===== config.mk =====
export PLATFORM = sky130hd
export DESIGN_NAME = fwd_capture_unit
export DESIGN_NICKNAME = d
export VERILOG_FILES = /design/src/rtl/fwd_capture_unit.sv
export SDC_FILE = /design/constraint.sdc
export NUM_CORES = 1
export LEC_CHECK = 0
export CORE_MARGIN = 5
export CORE_UTILIZATION = 35
export CTS_CLUSTER_DIAMETER = 120
export DETAILED_ROUTE_END_ITERATION = 8
export PLACE_DENSITY = 0.78
export SKIP_CTS_REPAIR_TIMING = 1
export SYNTH_ARGS = -nofsm -noshare
export SYNTH_HDL_FRONTEND = slang
export SYNTH_SLANG_ARGS = --single-unit

===== constraint.sdc =====
create_clock -name CLK -period 2.7 [get_ports CLK]
set_clock_uncertainty 0.1 [all_clocks]
set_input_delay 0.54 -clock CLK [delete_from_list [all_inputs] [get_ports CLK]]
set_output_delay 0.54 -clock CLK [all_outputs]
set_load 0.03 [all_outputs]

===== src/rtl/fwd_capture_unit.sv =====
// rtl/fwd_capture_unit.sv - EX operand forwarding with load-use stall and hold-time capture
// Optional feature macro: FWD_PERF_EN (stall/forward performance counters)
module fwd_capture_unit #(
  parameter int DATA_W = 32,
  parameter int REG_W  = 5,
  parameter int NSTAGE = 2,
  parameter int NSRC   = 2,
  parameter int CNT_W  = 16
) (
  input  logic                     CLK,
  input  logic                     RST,
  input  logic                     ex_hold,
  input  logic [NSRC-1:0]          src_valid,
  input  logic [NSRC*REG_W-1:0]    src_reg,
  input  logic [NSTAGE-1:0]        prod_wen,
  input  logic [NSTAGE*REG_W-1:0]  prod_dst,
  input  logic [NSTAGE-1:0]        prod_rdy,
  input  logic [NSTAGE*DATA_W-1:0] prod_data,
  input  logic                     perf_clr,
  output logic [NSRC-1:0]          fwd_en,
  output logic [NSRC*DATA_W-1:0]   fwd_data,
  output logic                     stall_o,
  output logic [CNT_W-1:0]         stall_cycles,
  output logic [CNT_W-1:0]         fwd_count
);

  logic [NSRC-1:0]        cap_v_q, cap_v_d;
  logic [NSRC*DATA_W-1:0] cap_d_q, cap_d_d;
  logic [NSRC-1:0]        not_rdy;
  logic                   hit;
  logic                   hit_rdy;
  logic [DATA_W-1:0]      hit_data;

  // Per operand: find youngest matching producer, then pick capture, producer data or stall
  always_comb begin
    fwd_en   = '0;
    fwd_data = '0;
    not_rdy  = '0;
    hit      = 1'b0;
    hit_rdy  = 1'b0;
    hit_data = '0;
    for (int i = 0; i < NSRC; i++) begin
      hit      = 1'b0;
      hit_rdy  = 1'b0;
      hit_data = '0;
      // Scan oldest to youngest so the youngest match is the last one written
      for (int k = NSTAGE - 1; k >= 0; k--) begin
        if (src_valid[i] && prod_wen[k] &&
            (prod_dst[k*REG_W +: REG_W] == src_reg[i*REG_W +: REG_W]) &&
            (src_reg[i*REG_W +: REG_W] != '0)) begin
          hit      = 1'b1;
          hit_rdy  = prod_rdy[k];
          hit_data = prod_data[k*DATA_W +: DATA_W];
        end
      end
      if (cap_v_q[i]) begin
        fwd_en[i]                     = 1'b1;
        fwd_data[i*DATA_W +: DATA_W] = cap_d_q[i*DATA_W +: DATA_W];
      end else if (hit && hit_rdy) begin
        fwd_en[i]                     = 1'b1;
        fwd_data[i*DATA_W +: DATA_W] = hit_data;
      end else if (hit) begin
        not_rdy[i] = 1'b1;
      end
    end
    stall_o = |not_rdy;
  end

  // Capture forwarded values on the first held cycle; drop them once EX advances
  always_comb begin
    cap_v_d = cap_v_q;
    cap_d_d = cap_d_q;
    for (int i = 0; i < NSRC; i++) begin
      if (!ex_hold) begin
        cap_v_d[i] = 1'b0;
      end else if (!cap_v_q[i] && fwd_en[i]) begin
        cap_v_d[i]                   = 1'b1;
        cap_d_d[i*DATA_W +: DATA_W] = fwd_data[i*DATA_W +: DATA_W];
      end
    end
  end

  // Capture state registers
  always_ff @(posedge CLK or posedge RST) begin
    if (RST) begin
      cap_v_q <= '0;
      cap_d_q <= '0;
    end else begin
      cap_v_q <= cap_v_d;
      cap_d_q <= cap_d_d;
    end
  end

`ifdef FWD_PERF_EN
  logic [CNT_W-1:0] stall_cycles_q, stall_cycles_d;
  logic [CNT_W-1:0] fwd_count_q, fwd_count_d;
  logic [CNT_W-1:0] cnt_one;

  assign cnt_one = {{(CNT_W-1){1'b0}}, 1'b1};

  // Saturating counters; clear wins over a coincident increment
  always_comb begin
    stall_cycles_d = stall_cycles_q;
    fwd_count_d    = fwd_count_q;
    if (perf_clr) begin
      stall_cycles_d = '0;
      fwd_count_d    = '0;
    end else begin
      if (stall_o && !(&stall_cycles_q)) begin
        stall_cycles_d = stall_cycles_q + cnt_one;
      end
      if (!ex_hold && (|fwd_en) && !(&fwd_count_q)) begin
        fwd_count_d = fwd_count_q + cnt_one;
      end
    end
  end

  // Performance counter registers
  always_ff @(posedge CLK or posedge RST) begin
    if (RST) begin
      stall_cycles_q <= '0;
      fwd_count_q    <= '0;
    end else begin
      stall_cycles_q <= stall_cycles_d;
      fwd_count_q    <= fwd_count_d;
    end
  end

  assign stall_cycles = stall_cycles_q;
  assign fwd_count    = fwd_count_q;
`else
  logic unused_perf_clr;

  assign unused_perf_clr = perf_clr;
  assign stall_cycles    = '0;
  assign fwd_count       = '0;
`endif

endmodule


# --- Yosys cells after proc, flatten, opt, wreduce, memory -nomap -nowiden ---
# Cells that the tools add are included.
classes:
  eq_ne: 6
  n_mux: 30
  reduce_logical: 23
op_table:
  columns: ["cell", "count"]
  rows:
  - ["32-bit 2-to-1 mux", 8]
  - ["1-bit 2-to-1 mux", 22]
  - ["5-bit == test", 4]
  - ["1-bit logical AND", 16]
  - ["5-bit nonzero test", 2]
  - ["2-bit by 1-bit inequality test with 1-bit output (second input constant)", 2]
  - ["2-bit AND reduction", 2]
  - ["1-bit zero test", 2]
  - ["2-bit OR reduction", 1]
word_totals:
  wordCells: 63
  regBits: 66
  out_inout_bits: 99

# --- Longest topological paths before layout ---
logic_depth:
  ltp_word: 11
  depth_mapped: 7
  mapped_depth_nobuf: 5

# --- Worst setup path before layout ---
# Ideal clock, no wire load.
synth_path:
  kind: "input port to output port"
  start: "in src_reg[6]"
  end: "out fwd_data[42]"
  setup_slack_ns: -0.394
  arrival_ns: 2.454
  required_ns: 2.060
  cell_stages: 6
  cell_sequence: "nor4_2 nand2_1 a31oi_2 nand2_1 clkbuf_1 o21ai_0"
synth_via:
  elab_chain_cells: 8
  elab_cells_between_ends: 16
  cone_classes: "2 x eq/ne; 8 x mux; 6 x reduce/logical"
synth_lines:
  columns: ["element", "line", "rtl"]
  rows:
  - ["from (decl)", "14", "input logic [NSRC*REG_W-1:0] src_reg,"]
  - ["5-bit == test", "49", "(prod_dst[k*REG_W +: REG_W] == src_reg[i*REG_W +: REG_W]) &&"]
  - ["1-bit logical AND", "48", "if (src_valid[i] && prod_wen[k] &&"]
  - ["1-bit logical AND", "49", null]
  - ["1-bit 2-to-1 mux (2 in a row)", "48", null]
  - ["1-bit logical AND", "59", "end else if (hit && hit_rdy) begin"]
  - ["32-bit 2-to-1 mux (*)", "59", null]
  - ["32-bit 2-to-1 mux (*)", "56", "if (cap_v_q[i]) begin"]
  - ["to (decl)", "21", "output logic [NSRC*DATA_W-1:0] fwd_data,"]
# Every way passes the cells marked *; elsewhere a longest branch is shown, timed or not.

# --- Final worst setup path ---
layout_path:
  start: "in src_reg[0]"
  end: "out fwd_data[0]"
# The elaborated chain is that of the path after synthesis.

==> impl_metrics.py <==
metrics = {
    "finish": {
        "diodes": 0,
        "area_delta_synth_final_pct": 69.0,
        "drive_gt1_share_pct": 39.9,
        "fin_nets": 856,
        "final_core_util_pct": 59.6,
        "final_cell_mix": "92 x buf_4, 68 x inv_1, 67 x clkdlybuf4s50_1",
        "nFillCells": 1120,
        "mostFrequentLayoutCell": "buf_4",
    },
    "min_path": {
        "min_to": "cap_d_q[31]$_DFFE_PP0P_",
        "hold_class": "reg -> reg",
        "hp-start": "cap_d_q[31]$_DFFE_PP0P_",
        "whs_path_depth": 2,
    },
    "routing": {
        "first_pass_iters": 5,
        "vias": 5348,
        "wirelength_um": 19400,
        "remaining_drc_errors": 0,
        "wl_per_cell_um": 20.4,
        "ant_nets": 0,
        "first_iter_violations": 407,
        "viasPerCell": 5.65,
    },
    "worst_setup_path": {
        "regToRegSetupSlack_ns": 0.46,
        "cp-end-kind": "output pin",
        "cp.arrival_ns": 2.50,
        "reg2reg_depth": 6,
        "crit_top_cell": "buf_12",
        "worstPathMaxFanout": 8,
        "cp_slowest_cell": "or4_4",
        "worst-path-buf-inv": 5,
        "start_kind": "input pin",
        "cp_data_required_time_ns": 2.06,
        "worstSetupPathType": "in -> out",
        "worstPathCellList": "buf_8 -> buf_4 -> xnor2_1 -> nand2_1 -> or4_4 -> nor3_4 -> buf_6 -> buf_12 -> a221o_1 -> buf_12",
        "regToRegStartpoint": "cap_v_q[0]$_DFFE_PP0P_",
        "path_delay_family": "simple AND/OR/NAND/NOR gates",
        "reg2reg_to": "cap_d_q[1]$_DFFE_PP0P_",
        "cp_slowest_stage_delay_ns": 0.52,
    },
    "logic_synthesis": {
        "ys_types": 47,
        "ys_seq_area_share_pct": 34.2,
        "synth_edf_count": 0,
        "synth_warnings": 0,
        "ys_top_cells_by_area": "dfrtp_1 34%, a221o_1 6.4%, o221a_1 6.3%",
        "synth.top_cell.area_share_pct": 34.2,
        "syn_avg_cell_area_um2": 8.94,
        "synth_flop_cell": "dfrtp_1",
        "synth_area_um2": 4840,
        "synthArstFlopShare_pct": 100,
        "ys_ff_latch": 66,
        "yosys.area.top_type": "dfrtp_1",
        "synthCells": 541,
    },
    "power_and_ir_drop": {
        "switching_share_pct": 27.4,
        "vdd_drop_max_v": 0.000278,
        "power_density_nw_per_um2": 428,
        "seq_power_share_pct": 36.2,
        "p_switching_uw": 959,
        "clockPowerShare_pct": 41.6,
        "leakagePower_uw": 0.00374,
        "p_int_uw": 2540,
        "comb_power_share_pct": 22.2,
    },
    "cts": {
        "clock_latency_ns": 0.33,
        "cts_sinks": 66,
        "clk_path_buf_depth": 2,
        "htree_levels": 3,
        "root_buffer": "clkbuf_16",
        "clk_pin_slew_worst_paths_ns": 0.05,
        "cts_buffers": 9,
        "cts_tree": "built",
    },
    "place": {
        "dpl.hpwl_um": 12900,
        "place_congestion": 0.856,
        "io_buffers": 159,
    },
    "timing": {
        "fin_ws_ns": -0.438,
        "rsz0062_at_grt": "yes",
        "slew_headroom_pct": 52.8,
        "tightest_slew_ns": 0.707,
        "fin_crit_ns": 3.14,
        "fin_setup_tns_ns": -22.03,
        "slew_viol_final": 0,
        "timing.final.crit_share_pct": 116,
        "max_freq_mhz": 319,
        "hold_viol_final": 0,
        "whs_ns": 0.412,
        "finalSetupViolations": 67,
    },
    "global_route": {
        "gr-total-overflow": 0,
        "first_global_vias": 5263,
        "grt_antenna_before_repair": 0,
        "gr-usage-all-layers_pct": 21.1,
        "grt_max_degree": 37,
        "grt_pass1_wl_um": 27500,
    },
    "floorplanning": {
        "dieArea_um2": 16300,
        "io_pins": 193,
        "rows": 43,
        "die_y_um": 128,
        "core_area_um2": 13700,
        "start_util_pct": 35.2,
        "die_w_um": 128,
    },
    "run_status": {
        "violations": "negative setup slack",
        "outcome": "finished with violations",
    },
    "run": {
        "cap_violations": 0,
    },
}
[flip-flops by register name, summed over array words and instances (netlist names)]
signal / count
cap_d_q: 64
cap_v_q: 2
[logic make-up after synthesis]
logic type,synth area share [%]
XOR/XNOR,3.62
buffers and inverters,14.8
AO/OA/AOI/OAI,34.0
other,0.0775
flip-flops,34.2
multiplexers,0.233
AND/OR/NAND/NOR,13.1
[metal layers]
metal	track usage (%)	routed length [µm]	vias up
li1	-	-	2382
met1	26.2	7430	2609
met2	36.3	9540	302
met3	4.64	1700	55
met4	6.69	688	0
met5	0	0	-
[synth_stat cells (all sizes together), types with 10 or more instances]
library cell / count
a22oi: 32
a221o: 31
inv: 69
nand2b: 32
nand2: 10
xnor2: 15
nor2: 34
clkbuf: 17
o21ai: 33
o32ai: 31
dfrtp: 66
buf: 57
a21oi: 31
o221a: 27
[per-stage QoR]
stage / worst slack, ns / power [µW] / instance area, µm² / std cells
2_1_floorplan: -0.123 / 1650 / 5070 / 572
3_3_place_gp: -0.695 / 1930 / 7040 / 912
3_5_place_dp: -0.761 / 1970 / 7040 / 912
4_1_cts: -0.761 / 3430 / 7400 / 928
5_1_grt: -0.483 / 3640 / 8170 / 947
6_report: -0.438 / 3500 / 8170 / 947
[area by class of cell]
type	count	area [µm²]	share of cell area, %
inverters	69	259	3.17
clock inverters	6	138	1.68
flip-flops and latches	66	1650	20.2
clock buffers	10	229	2.80
well taps	180	225	2.76
repair buffers	253	2570	31.5
multi-input cells	363	3100	37.9
[worst max path at each step]
| stage | start | end | slack (ns) | cells after the start |
|---|---|---|---|---|
| after global placement | src_reg[4] | fwd_data[0] | -0.69 | 8 |
| final | src_reg[0] | fwd_data[0] | -0.44 | 10 |
| after floorplan | src_reg[8] | fwd_data[33] | -0.12 | 6 |
| after global routing | src_reg[0] | fwd_data[0] | -0.48 | 10 |
| after detailed placement | src_reg[4] | fwd_data[0] | -0.76 | 8 |
| after CTS | src_reg[4] | fwd_data[0] | -0.76 | 8 |
[worst register-to-register path, cell delays in order, from the launching register on]
cell,delay (ns)
dfrtp_1,0.39
or4_4,0.57
buf_4,0.16
buf_4,0.25
o21a_1,0.28
buf_4,0.22
a21oi_1,0.19
[power by group through the flow]
| stage | registers, µW | logic [µW] | clock network (µW) |
|---|---|---|---|
| after floorplan | 1230 | 419 | 0 |
| after global placement | 1250 | 682 | 0 |
| after detailed placement | 1260 | 708 | 0 |
| after CTS | 1250 | 709 | 1480 |
| after global routing | 1280 | 833 | 1520 |
| final | 1270 | 777 | 1460 |
(Power assumes the default switching activity.)
